===== config.mk =====
export PLATFORM = sky130hd
export DESIGN_NAME = vga_timing_gen
export DESIGN_NICKNAME = d
export VERILOG_FILES = /design/src/rtl/vga_pkg.sv /design/src/rtl/vga_axis_counter.sv /design/src/rtl/vga_timing_gen.sv
export SDC_FILE = /design/constraint.sdc
export NUM_CORES = 1
export LEC_CHECK = 0
export ABC_AREA = 1
export CAP_MARGIN = 10
export CORE_MARGIN = 1
export CORE_UTILIZATION = 57
export DETAILED_ROUTE_END_ITERATION = 8
export PLACE_DENSITY = 0.91
export SYNTH_ARGS = -nofsm -noshare
export SYNTH_HDL_FRONTEND = slang
export SYNTH_SLANG_ARGS = --single-unit

===== constraint.sdc =====
create_clock -name clk -period 2.4 [get_ports clk]
set_input_delay 0.24 -clock clk [delete_from_list [all_inputs] [get_ports clk]]
set_output_delay 0.24 -clock clk [all_outputs]
set_load 0.005 [all_outputs]

===== src/rtl/vga_pkg.sv =====
// Shared VGA timing definitions: per-axis region states, default XGA
// (1024x768) timing constants and the test-pattern colour bar table.
package vga_pkg;

  typedef enum logic [1:0] {
    ACTIVE = 2'd0,
    FRONT  = 2'd1,
    SYNC   = 2'd2,
    BACK   = 2'd3
  } axis_state_t;

  localparam int CNT_W     = 11;
  localparam int MAX_TOTAL = 2048;

  localparam int XGA_H_ACTIVE = 1024;
  localparam int XGA_H_FP     = 24;
  localparam int XGA_H_SYNC   = 136;
  localparam int XGA_H_BP     = 160;

  localparam int XGA_V_ACTIVE = 768;
  localparam int XGA_V_FP     = 3;
  localparam int XGA_V_SYNC   = 6;
  localparam int XGA_V_BP     = 29;

  // Bars left to right; element 0 is the leftmost bar.
  localparam logic [0:7][23:0] BAR_COLOURS = {
    24'hFFFFFF, 24'hFFFF00, 24'h00FFFF, 24'h00FF00,
    24'hFF00FF, 24'hFF0000, 24'h0000FF, 24'h000000
  };

  function automatic logic [23:0] bar_colour(input logic [2:0] idx);
    return BAR_COLOURS[idx];
  endfunction

endpackage


===== src/rtl/vga_axis_counter.sv =====
// One timing axis: a wrapping position counter plus the region FSM
// ACTIVE -> FRONT -> SYNC -> BACK. The state always describes the
// current count; 'last' flags the final count so the next axis can chain.
module vga_axis_counter
  import vga_pkg::*;
#(
  parameter int ACT_LEN  = XGA_H_ACTIVE,
  parameter int FP_LEN   = XGA_H_FP,
  parameter int SYNC_LEN = XGA_H_SYNC,
  parameter int BP_LEN   = XGA_H_BP
) (
  input  logic              clk,
  input  logic              reset,
  input  logic              en,
  output logic [CNT_W-1:0]  cnt,
  output axis_state_t       state,
  output logic              last
);

  localparam int TOTAL = ACT_LEN + FP_LEN + SYNC_LEN + BP_LEN;

  localparam logic [CNT_W-1:0] ACT_END  = CNT_W'(ACT_LEN - 1);
  localparam logic [CNT_W-1:0] FP_END   = CNT_W'(ACT_LEN + FP_LEN - 1);
  localparam logic [CNT_W-1:0] SYNC_END = CNT_W'(ACT_LEN + FP_LEN + SYNC_LEN - 1);
  localparam logic [CNT_W-1:0] LAST_CNT = CNT_W'(TOTAL - 1);

  logic [CNT_W-1:0] cnt_next;
  axis_state_t      state_next;

  assign last = (cnt == LAST_CNT);

  // Counter and region state registers
  always_ff @(posedge clk or negedge reset) begin
    if (!reset) begin
      cnt   <= '0;
      state <= ACTIVE;
    end else begin
      cnt   <= cnt_next;
      state <= state_next;
    end
  end

  // Advance the count and leave a region on its final count
  always_comb begin
    cnt_next   = cnt;
    state_next = state;
    if (en) begin
      cnt_next = last ? '0 : cnt + CNT_W'(1);
      case (state)
        ACTIVE:  if (cnt == ACT_END)  state_next = FRONT;
        FRONT:   if (cnt == FP_END)   state_next = SYNC;
        SYNC:    if (cnt == SYNC_END) state_next = BACK;
        BACK:    if (last)            state_next = ACTIVE;
        default: state_next = ACTIVE;
      endcase
    end
  end

endmodule


===== src/rtl/vga_timing_gen.sv =====
// VGA timing generator: horizontal and vertical axis counters with region
// FSMs, decoded into registered, mutually aligned sync/blank/frame_start
// and pixel outputs. Define VGA_TEST_PATTERN_EN to build the 8-bar colour
// test pattern; otherwise pixel is constant black.
module vga_timing_gen
  import vga_pkg::*;
#(
  parameter int   H_ACTIVE = XGA_H_ACTIVE,
  parameter int   H_FP     = XGA_H_FP,
  parameter int   H_SYNC   = XGA_H_SYNC,
  parameter int   H_BP     = XGA_H_BP,
  parameter int   V_ACTIVE = XGA_V_ACTIVE,
  parameter int   V_FP     = XGA_V_FP,
  parameter int   V_SYNC   = XGA_V_SYNC,
  parameter int   V_BP     = XGA_V_BP,
  parameter logic HS_POL   = 1'b0,
  parameter logic VS_POL   = 1'b0
) (
  input  logic              clk,
  input  logic              reset,
  input  logic              pix_en,
  output logic [CNT_W-1:0]  hc,
  output logic [CNT_W-1:0]  vc,
  output logic              hsync,
  output logic              vsync,
  output logic              blank,
  output logic              frame_start,
  output logic [23:0]       pixel
);

  localparam int H_TOTAL = H_ACTIVE + H_FP + H_SYNC + H_BP;
  localparam int V_TOTAL = V_ACTIVE + V_FP + V_SYNC + V_BP;

  if (H_TOTAL > MAX_TOTAL) begin : g_h_total_err
    $error("vga_timing_gen: H_TOTAL exceeds the 11-bit counter range");
  end
  if (V_TOTAL > MAX_TOTAL) begin : g_v_total_err
    $error("vga_timing_gen: V_TOTAL exceeds the 11-bit counter range");
  end
  if (H_ACTIVE < 1 || H_FP < 1 || H_SYNC < 1 || H_BP < 1 ||
      V_ACTIVE < 1 || V_FP < 1 || V_SYNC < 1 || V_BP < 1) begin : g_region_err
    $error("vga_timing_gen: every timing region must be at least one count wide");
  end

  logic [CNT_W-1:0] h_cnt;
  logic [CNT_W-1:0] v_cnt;
  axis_state_t      h_state;
  axis_state_t      v_state;
  logic             h_last;
  logic             v_last;
  logic             v_en;
  logic             in_active;

  // The line counter steps on the pixel strobe where the pixel counter wraps.
  assign v_en      = pix_en & h_last;
  assign in_active = (h_state == ACTIVE) && (v_state == ACTIVE);

  vga_axis_counter #(
    .ACT_LEN  (H_ACTIVE),
    .FP_LEN   (H_FP),
    .SYNC_LEN (H_SYNC),
    .BP_LEN   (H_BP)
  ) u_h_axis (
    .clk   (clk),
    .reset (reset),
    .en    (pix_en),
    .cnt   (h_cnt),
    .state (h_state),
    .last  (h_last)
  );

  vga_axis_counter #(
    .ACT_LEN  (V_ACTIVE),
    .FP_LEN   (V_FP),
    .SYNC_LEN (V_SYNC),
    .BP_LEN   (V_BP)
  ) u_v_axis (
    .clk   (clk),
    .reset (reset),
    .en    (v_en),
    .cnt   (v_cnt),
    .state (v_state),
    .last  (v_last)
  );

  // Present the counters' current position on each pixel strobe; the
  // counters themselves already point at the next position.
  always_ff @(posedge clk or negedge reset) begin
    if (!reset) begin
      hc          <= '0;
      vc          <= '0;
      hsync       <= ~HS_POL;
      vsync       <= ~VS_POL;
      blank       <= 1'b0;
      frame_start <= 1'b0;
    end else begin
      frame_start <= 1'b0;
      if (pix_en) begin
        hc          <= h_cnt;
        vc          <= v_cnt;
        hsync       <= (h_state == SYNC) ? HS_POL : ~HS_POL;
        vsync       <= (v_state == SYNC) ? VS_POL : ~VS_POL;
        blank       <= ~in_active;
        frame_start <= (h_cnt == '0) && (v_cnt == '0);
      end
    end
  end

`ifdef VGA_TEST_PATTERN_EN
  localparam int               BAR_W   = (H_ACTIVE >= 8) ? (H_ACTIVE / 8) : 1;
  localparam logic [CNT_W-1:0] BAR_DIV = CNT_W'(BAR_W);

  logic [CNT_W-1:0] bar_idx;
  logic [23:0]      pixel_next;

  // Pick the bar colour for the position being presented; black when blanked.
  always_comb begin
    bar_idx    = h_cnt / BAR_DIV;
    pixel_next = 24'h000000;
    if (in_active) begin
      pixel_next = bar_colour((bar_idx > CNT_W'(7)) ? 3'd7 : bar_idx[2:0]);
    end
  end

  // Pixel register, aligned with the timing outputs
  always_ff @(posedge clk or negedge reset) begin
    if (!reset) begin
      pixel <= 24'h000000;
    end else if (pix_en) begin
      pixel <= pixel_next;
    end
  end
`else
  assign pixel = 24'h000000;
`endif

  logic unused_ok;
  assign unused_ok = v_last;

endmodule


## Yosys cells after proc, flatten, opt, wreduce, memory -nomap -nowiden

Cells that the tools add are included.

- Flip-flop bits (word level): 52
- Input port bits: 3
- Output and inout port bits: 50
- Logic and storage cells: 59

- $add $sub $neg: 2
- Equality and inequality tests: 22
- Muxes and demuxes: 15
- Bitwise operators: 2
- Reduce and logical (&&, ||, !) cells: 8

Operator list:

| kind | number |
|---|---|
| $eq A11 B10 Y1 const B | 5 |
| $eq A11 B11 Y1 const B | 3 |
| $add A11 B1 Y11 const B | 2 |
| $logic_not A11 Y1 | 2 |
| $mux W11 | 2 |
| $mux W2 | 8 |
| $pmux W2 S4 | 2 |
| $ne A2 B1 Y1 const B | 7 |
| $reduce_and A5 Y1 | 2 |
| $eq A2 B2 Y1 const B | 4 |
| $eq A2 B1 Y1 const B | 2 |
| $logic_not A2 Y1 | 2 |
| $mux W1 | 3 |
| $logic_and A1 B1 Y1 | 2 |
| $ne A2 B2 Y1 const B | 1 |
| $and A1 B1 Y1 | 1 |
| $not A1 Y1 | 1 |

## Longest topological paths before layout

Gate-level depths: netlist of the first run.

- Depth in word-level cells: 3
- Depth in mapped cells: 10
- Mapped depth without buffers: 10

## Hierarchy

From an unflattened synthesis of the first run, not the netlist that was laid out.

- Cells, all modules: 387
- Area total of the unflattened synthesis: 3051.7 um^2

Modules (own cells, without submodules):

| module | times used | cells each | area each (um^2) |
|---|---|---|---|
| vga_timing_gen | 1 | 153 | 1267.5 |
| vga_axis_counter (u_v_axis) | 1 | 114 | 895.9 |
| vga_axis_counter (u_h_axis) | 1 | 120 | 888.4 |

## Least setup slack after synthesis of the first run

Ideal clock, no wire load.

- Path type: register -> register
- Start point: register u_v_axis.cnt[1]
- End point: register u_v_axis.state[0]
- Library setup time: 121 ps
- Data arrival time: 1263 ps
- Slack: 1016 ps
- Cell stages (with the launch flop): 10
- Clock period less this slack: 1384 ps
- Cells stage by stage: dfrtp_1 > inv_1 > ha_1 > inv_1 > nor2_1 > nand3_2 > nand2_1 > nand3_1 > o21bai_1 > nand2_1

- Longest elaborated chain between the ends: 3
- Elaborated cells between the ends (all ways): 9

Ends and longest elaborated chain:

| item | line | RTL |
|---|---|---|
| from (decl) | vga_axis_counter.sv:15 | `output logic [CNT_W-1:0] cnt,` |
| from (signal assigned) | vga_axis_counter.sv:38 | `cnt <= cnt_next;` |
| $eq A11 B10 Y1, on equally long branches | - |  |
| $ne A2 B1 Y1 (no line) | - |  |
| $reduce_and A5 Y1 (no line) (*) | - |  |
| to (signal assigned) | vga_axis_counter.sv:39 | `state <= state_next;` |
| to (decl) | vga_axis_counter.sv:16 | `output axis_state_t state,` |

Every way passes the cells marked *; elsewhere a longest branch is shown, timed or not.
A chain may end at the register's enable or synchronous reset.

## Worst setup path in the final report of the first run

- Start point: register u_h_axis.cnt[1]
- End point: register u_v_axis.state[1]

- Longest elaborated chain between the ends: 3

Ends and longest elaborated chain:

| item | line | RTL |
|---|---|---|
| from (decl) | vga_axis_counter.sv:15 |  |
| from (signal assigned) | vga_axis_counter.sv:38 |  |
| $eq A11 B11 Y1 | vga_axis_counter.sv:30 | `assign last = (cnt == LAST_CNT);` |
| $and A1 B1 Y1 | vga_timing_gen.sv:55 | `assign v_en = pix_en & h_last;` |
| $reduce_and A5 Y1 (no line) | - |  |

Every way passes these cells.

==> results of run 1 <==
critical path: stages, from the launching register on:
cell      delay, ps
dfrtp_1         380
ha_1            200
nand2_1         110
nor2_2          190
nand3_2         240
inv_1           230
nand2_1          90
o21bai_1        150
nand2_1          70
layer usage:
layer | vias up | GRT usage [%]
met3 | 19 | 4.34
met5 | - | 0
met1 | 1096 | 35.8
li1 | 1193 | -
met4 | 0 | 9.85
met2 | 120 | 37.3
registers in the layout, summed over array words and instances, names as in the netlist:
signal and cells:
u_v_axis.state 2, vc 11, u_h_axis.state 2, frame_start 1
blank 1, u_h_axis.cnt 11, u_v_axis.cnt 11, hsync 1
vsync 1, hc 11
stage by stage:
stage	hold WS, ps	utilization [%]	worst slack, ps	power (mW)
2_1_floorplan	-55.6	-	1020	1.42
3_3_place_gp	432	66.2	634	1.61
3_5_place_dp	438	66.2	548	1.63
4_1_cts	96.0	68.2	673	2.15
5_1_grt	140	68.2	438	2.27
6_report	70.6	68.2	634	2.15
cell usage in the layout (no fill, tap or decap), types with 2 or more instances in the layout:
cell type / instances
clkinvlp_4: 2
nor2_4: 3
nand4_1: 9
conb_1: 24
or2_2: 3
ha_1: 14
nand3_2: 2
nor2_2: 5
nor3_1: 6
o21ai_1: 8
xor2_1: 4
clkbuf_8: 6
clkdlybuf4s50_1: 27
o21ai_0: 32
a21oi_1: 2
nand3_1: 26
o21bai_1: 2
nand2_1: 81
dfstp_2: 2
nor3_2: 3
inv_1: 37
buf_4: 4
nor2_1: 31
dfrtp_1: 50
inv_2: 5
a31oi_1: 2
worst paths after layout:
| kind | cells after the start | slack (ps) | end |
|---|---|---|---|
| setup / recovery | 8 | 630 | u_v_axis.state[1]$_DFFE_PN0P_ |
| hold / removal | 1 | 70 | u_h_axis.state[0]$_DFFE_PN0P_ |
| hold reg to reg | 2 | 480 | hc[8]$_DFFE_PN0P_ |
| setup reg to reg | 8 | 630 | u_v_axis.state[1]$_DFFE_PN0P_ |
| max in group asynchronous | 2 | 1620 | u_v_axis.cnt[7]$_DFFE_PN0P_ |
| min in group clk | 2 | 480 | hc[8]$_DFFE_PN0P_ |
cells by family (layout without fill, tap and decap cells):
| logic type | Yosys count | in the layout | share of synthesized area, % |
|---|---|---|---|
| simple gates | 173 | 173 | 27.3 |
| buf+inv | 74 | 82 | 12.9 |
| flops | 52 | 52 | 43.7 |
| compound gates | 49 | 49 | 8.82 |
| fa+ha+maj | 14 | 14 | 5.88 |
| xor+xnor | 4 | 4 | 1.18 |
| other cells | 1 | 24 | 0.126 |
synthesized netlist by cell type:
library cell,count
nand2_4,1
a211oi_1,1
nor4_1,1
nand2_1,81
nand3b_4,1
inv_1,37
nor3_1,6
nand4_1,9
nand3_2,2
a31oi_1,2
or2_2,3
buf_2,2
o21bai_1,2
dfstp_2,2
xor2_1,4
ha_1,14
buf_4,24
inv_2,5
nor2_4,3
conb_1,1
nand3_1,26
o21ai_0,32
nor2_1,31
nor2_2,5
clkbuf_1,4
nand2_2,1
o211a_1,1
buf_6,2
dfrtp_1,50
o21ai_1,8
a21o_1,1
nor3_2,3
a21oi_1,2
power by group through the flow:
stage | Combinational, mW | Clock (mW) | Sequential (mW)
after global placement | 0.473 | 0 | 1.13
after detailed placement | 0.488 | 0 | 1.14
after floorplan | 0.302 | 0 | 1.12
after global routing | 0.559 | 0.569 | 1.14
after CTS | 0.492 | 0.539 | 1.12
final | 0.492 | 0.533 | 1.12
final cells by class:
cell class	instances	share of cell area [%]
timing repair buffer	32	9.18
clock buffer	6	2.48
tap	67	2.52
multi-input combinational	264	41.4
inverter	42	4.74
sequential	52	39.2
clock inverter	2	0.451
==> impl_results.md, run 1 <==
- Total GRT Usage: 24.8%
- Largest cells by area after synthesis: dfrtp_1 (42%), nand2_1 (10%), buf_4 (6.0%)
- Leak: around 1.6 nW
- Top Ports: 53
- Die footprint: 5520 sq um
- DP Wirelength: ~4500 um
- Post-Layout Cell Count: 465
- Initial DRT Pass Iterations: 5
- Max Slew Vio Count: 0
- Max VDD drop: approximately 0.00035 V
- Met1 WL: 2890 um
- Cell variety after synth: 33
- Largest net degree at the start of global routing: 44
- Worst Path Max Fanout: 11
- CTS Root Cell: clkbuf_8
- Post-CTS Resized: 0
- Setup TNS: 0 ps
- Met2 routed WL: around 2700 um
- Type of the tightest min-delay check: input port to asynchronous set/reset pin
- Placer Congestion: 0.934
- Switching part of the total power: approximately 33%
- CP startpoint: u_h_axis.cnt[1]$_DFFE_PN0P_
- Area grow syn2layout: 11.6%
- Post-synthesis cell count: around 370
- Initial antenna violation count: 0
- Detailed Route WL: 6070 um
- Area of the multi-input gates: 1380 sq um
- Placed cell area: 3230 sq um
- Post-layout min period: 1770 ps
- Switching power: 0.700 mW
- Filler cells: 410
- Final Cell Area: 3330 sq um
- Clock power share: between 20% and 30%
- Comb power frac: 22.9%
- WP data required: 2600 ps
- Post-CTS Setup Bufs: 0
- PD cells: roughly 650 nW/um^2
- Die width: about 74 um
- Met3 wire length: 383 um
- Uppermost layer routed: met4
- Cell Area, Synth: 2980 sq um
- Setup crit start kind: flip-flop
- H-tree depth: 2
- CTS buffer count: 5
- Final net count: approximately 410
- Kind of critical path: flip-flop to flip-flop
- Number of max-cap violations: 0
- Sequential element share of the synthesized area: a little over two fifths
- Initial Util: 61.1%
- Flop pwr share: 52.3%
- RSZ-0062 raised after global routing: false
- Worst setup EP type: flip-flop
- GRT Residual Overflow: 0
- Register Area: 1300 sq um
- Layout cells sized above 1: 9.80%
- Synth Warn #: 0
- CP arrival: 1970 ps
- Maximum root-to-sink buffer count: 2
- Synth area leader: dfrtp_1
- Clock sink count: 52
- Cell internal pwr: 1.45 mW
- Outcome: finished, final reports clean
- F_max: 566 MHz
- Slew at the pin with the worst max-slew slack: 951 ps
- Clk slew on worst S/H paths: 90 ps
- IO buf count: 28
- WL per Instance: 13.1 um
- DRC viols: 0
- Clock Skews: 8.75 ps
- R2R Path Start: u_h_axis.cnt[1]$_DFFE_PN0P_
- Final ANT Viol Nets: 0
- Diodes inserted: 0
- FP Rows: 25
- First-pass GRT wire length: 10,400 um
- Vias in the first global route: roughly 2,300
- Fin crit share: around three quarters
- Skew-Pair Late Insertion Delay: 310 ps
- Final hold viol count: 0
- DRT iter0 DRCs: between 150 and 200
- Post-synth top area share: 42.0%
- Synth Register Bits: 52
- Post-CTS Hold Fix Bufs: 0
- Via density: between 5 and 6
- Avg Inst Size Synth: 8.12 sq um
- Area of the core: 4880 sq um
- Relative slew slack: 36.6%
- Chip height: 74.3 um
- Final setup viols: 0
- Via count: 2,428
- CTS tree: built
- DP Cell Count: 457
No activity file was read; power rests on OpenSTA's default activity.
==> run 2, diff against run 1 <==
CORE_UTILIZATION = 48   (was 57)
PLACE_DENSITY = 0.82   (was 0.91)
clock period = 1.6 ns   (was 2.4 ns; I/O delays follow)
==> impl_results.md, run 2 (synthesized netlist as in run 1, its figures left out) <==
- Outcome: finished, final reports clean
- Commonest non-fill, non-tap cell in the layout: nand2_1
- Flop pwr share: 46.9%
- Total chip power: 3.56 mW
- Diodes inserted: 0
- DRC viols: 0
- Initial DRT Pass Iterations: 6
- Type of the tightest min-delay check: input port to asynchronous set/reset pin
- First-pass GRT wire length: 11,100 um
- Layout cells sized above 1: 22.3%
- CP peak stage delay: 450 ps
- R2r setup slk: 30 ps
- Die footprint: 6530 sq um
- Detailed Route WL: 7390 um
- Die width: 80.8 um
- Max Slew Vio Count: 0
- CTS Root Cell: clkbuf_8
- WL per Instance: 14.5 um
- Clock power share: 27.1%
- Number of max-cap violations: 0
- RSZ-0062 raised after global routing: true
- Final setup viols: 0
- CTS tree: built
- Switching part of the total power: 31.4%
- Total GRT Usage: 22.1%
- Util after Layout: 63.0%
- Register Area: 1310 sq um
- Fin crit share: 98.3%
- F_max: about 640 MHz
- DP Cell Count: 484
- DP Wirelength: 4900 um
- CP delay by family, top: simple AND/OR/NAND/NOR gates
- H-tree depth: 2
- Skew-Pair Late Insertion Delay: 310 ps
- Initial Util: 50.0%
- Area of the core: 5960 sq um
- Cell internal pwr: 2.44 mW
- Chip height: 80.8 um
- WP data required: roughly 1800 ps
- Filler cells: between 400 and 500
- Final hold viol count: 0
- Slowest cell on the critical path: dfrtp_1
- Most frequent CP cell: nand3_2
- Placer Congestion: 0.894
- Via count: 2,763
- Top Ports: 53
- CTS buffer count: 5
- Final ANT Viol Nets: 0
- Clock sink count: 52
- Vias in the first global route: 2,408
- R2R Path Start: u_v_axis.cnt[1]$_DFFE_PN0P_
- Via density: 5.42
- Most frequent cells in the layout: nand2_1 (77), dfrtp_1 (49), buf_4 (37), inv_1 (32), o21ai_0 (32)
- Setup crit start kind: flip-flop
- Critical path buffers and inverters: 2
- Switching power: 1.12 mW
- Initial antenna violation count: 0
- Area grow syn2layout: 25.9%
- GRT Residual Overflow: 0
- Maximum root-to-sink buffer count: 2
- Crit path cell chain: inv_2 -> ha_1 -> inv_1 -> nor2_2 -> nand3_2 -> nand2_2 -> nand3_2 -> o21bai_1 -> nand2_1
- Post-layout min period: 1570 ps
- Kind of critical path: flip-flop to flip-flop
- Area of the multi-input gates: 1480 sq um
- Clock Skews: just under 10 ps
- WHS: roughly 360 ps
- PD cells: 948 nW/um^2
- IO buf count: 28
- Comb power frac: 26.0%
- Worst setup EP type: flip-flop
- Worst Path Max Fanout: 4
- Leak: 1.80 nW
- Post-Layout Cell Count: just over 500
- DRT iter0 DRCs: 335
- FP Rows: 28
- CP startpoint: u_v_axis.cnt[1]$_DFFE_PN0P_
- CP arrival: between 1500 and 2000 ps
- Max VDD drop: 0.000566 V
- Clk slew on worst S/H paths: roughly 100 ps
- Final net count: 451
- Largest net degree at the start of global routing: 53
-- run 2: cell count changes in the layout (fill, tap and decap cells not counted), moves of 2 or more --
cell / before / now
inv_2: 5 / 9
buf_4: 4 / 37
clkinvlp_4: 2 / 0
nand3_1: 26 / 21
nor2_4: 3 / 5
ha_4: 0 / 3
nor2_1: 31 / 29
nand3_2: 2 / 7
ha_1: 14 / 10
nand2_2: 1 / 5
inv_1: 37 / 32
nand2_1: 81 / 77
-- run 2: timing repair --
| action | 4_1_cts | 5_1_grt |
|---|---|---|
| setup endpoints to repair | 2 | 12 |
| endpoints found under the hold margin | 50 | 0 |
| hold buffers | 1 | 0 |
| buffers inserted | 2 | 15 |
| pin swaps | 0 | 15 |
| gates cloned | 0 | 1 |
| gates resized for setup | 2 | 27 |
-- run 2: worst min-delay path: stages --
cell and delay [ps]:
dlygate4sd3_1 520, buf_2 120, buf_12 260
-- run 2: final cells by class --
class / instances / share of cell area (%)
Clock buffer: 6 / 2.20
Clock inverter: 2 / 1.03
Inverter: 42 / 4.27
Multi-Input combinational cell: 265 / 39.4
Sequential cell: 52 / 34.8
Tap cell: 75 / 2.50
Timing Repair Buffer: 68 / 15.8
-- run 2: power groups by stage --
stage               clock (mW)  sequential (mW)  combinational (mW)
global route              1.03             1.69                1.04
floorplan                    0             1.68               0.453
finish                   0.964             1.67               0.926
global placement             0             1.66               0.829
CTS                      0.975             1.65               0.867
detailed placement           0             1.67               0.856
-- run 2: layer usage --
metal / global-route usage (%) / part of all wire [%] / wire length (um) / vias up
met1: 29.6 / 41 / 3040 / 1304
met4: 6.96 / 4.0 / 293 / 0
met3: 4.49 / 7.6 / 559 / 35
met5: 0 / 0 / 0 / -
li1: - / - / - / 1266
met2: 35.8 / 47 / 3500 / 158
-- run 2: path summary, 6_finish.rpt --
check | endpoint | cells past startpoint
worst max-delay path | u_v_axis.state[1]$_DFFE_PN0P_ | 9
worst min-delay path | vc[5]$_DFFE_PN0P_ | 3
worst max register to register | u_v_axis.state[1]$_DFFE_PN0P_ | 9
worst min register to register | hc[8]$_DFFE_PN0P_ | 2
max in group asynchronous | vsync$_DFFE_PN1P_ | 3
min in group clk | hc[8]$_DFFE_PN0P_ | 2
-- run 2: through the flow --
stage / cell area [sq um] / setup slack [ps] / TNS [ps]
global route: 3750 / -61.8 / -264
detailed placement: 3390 / -105 / -186
global placement: 3390 / 28.0 / 0
CTS: 3540 / 4.58 / 0
finish: 3750 / 27.2 / 0
floorplan: 3070 / 216 / 0
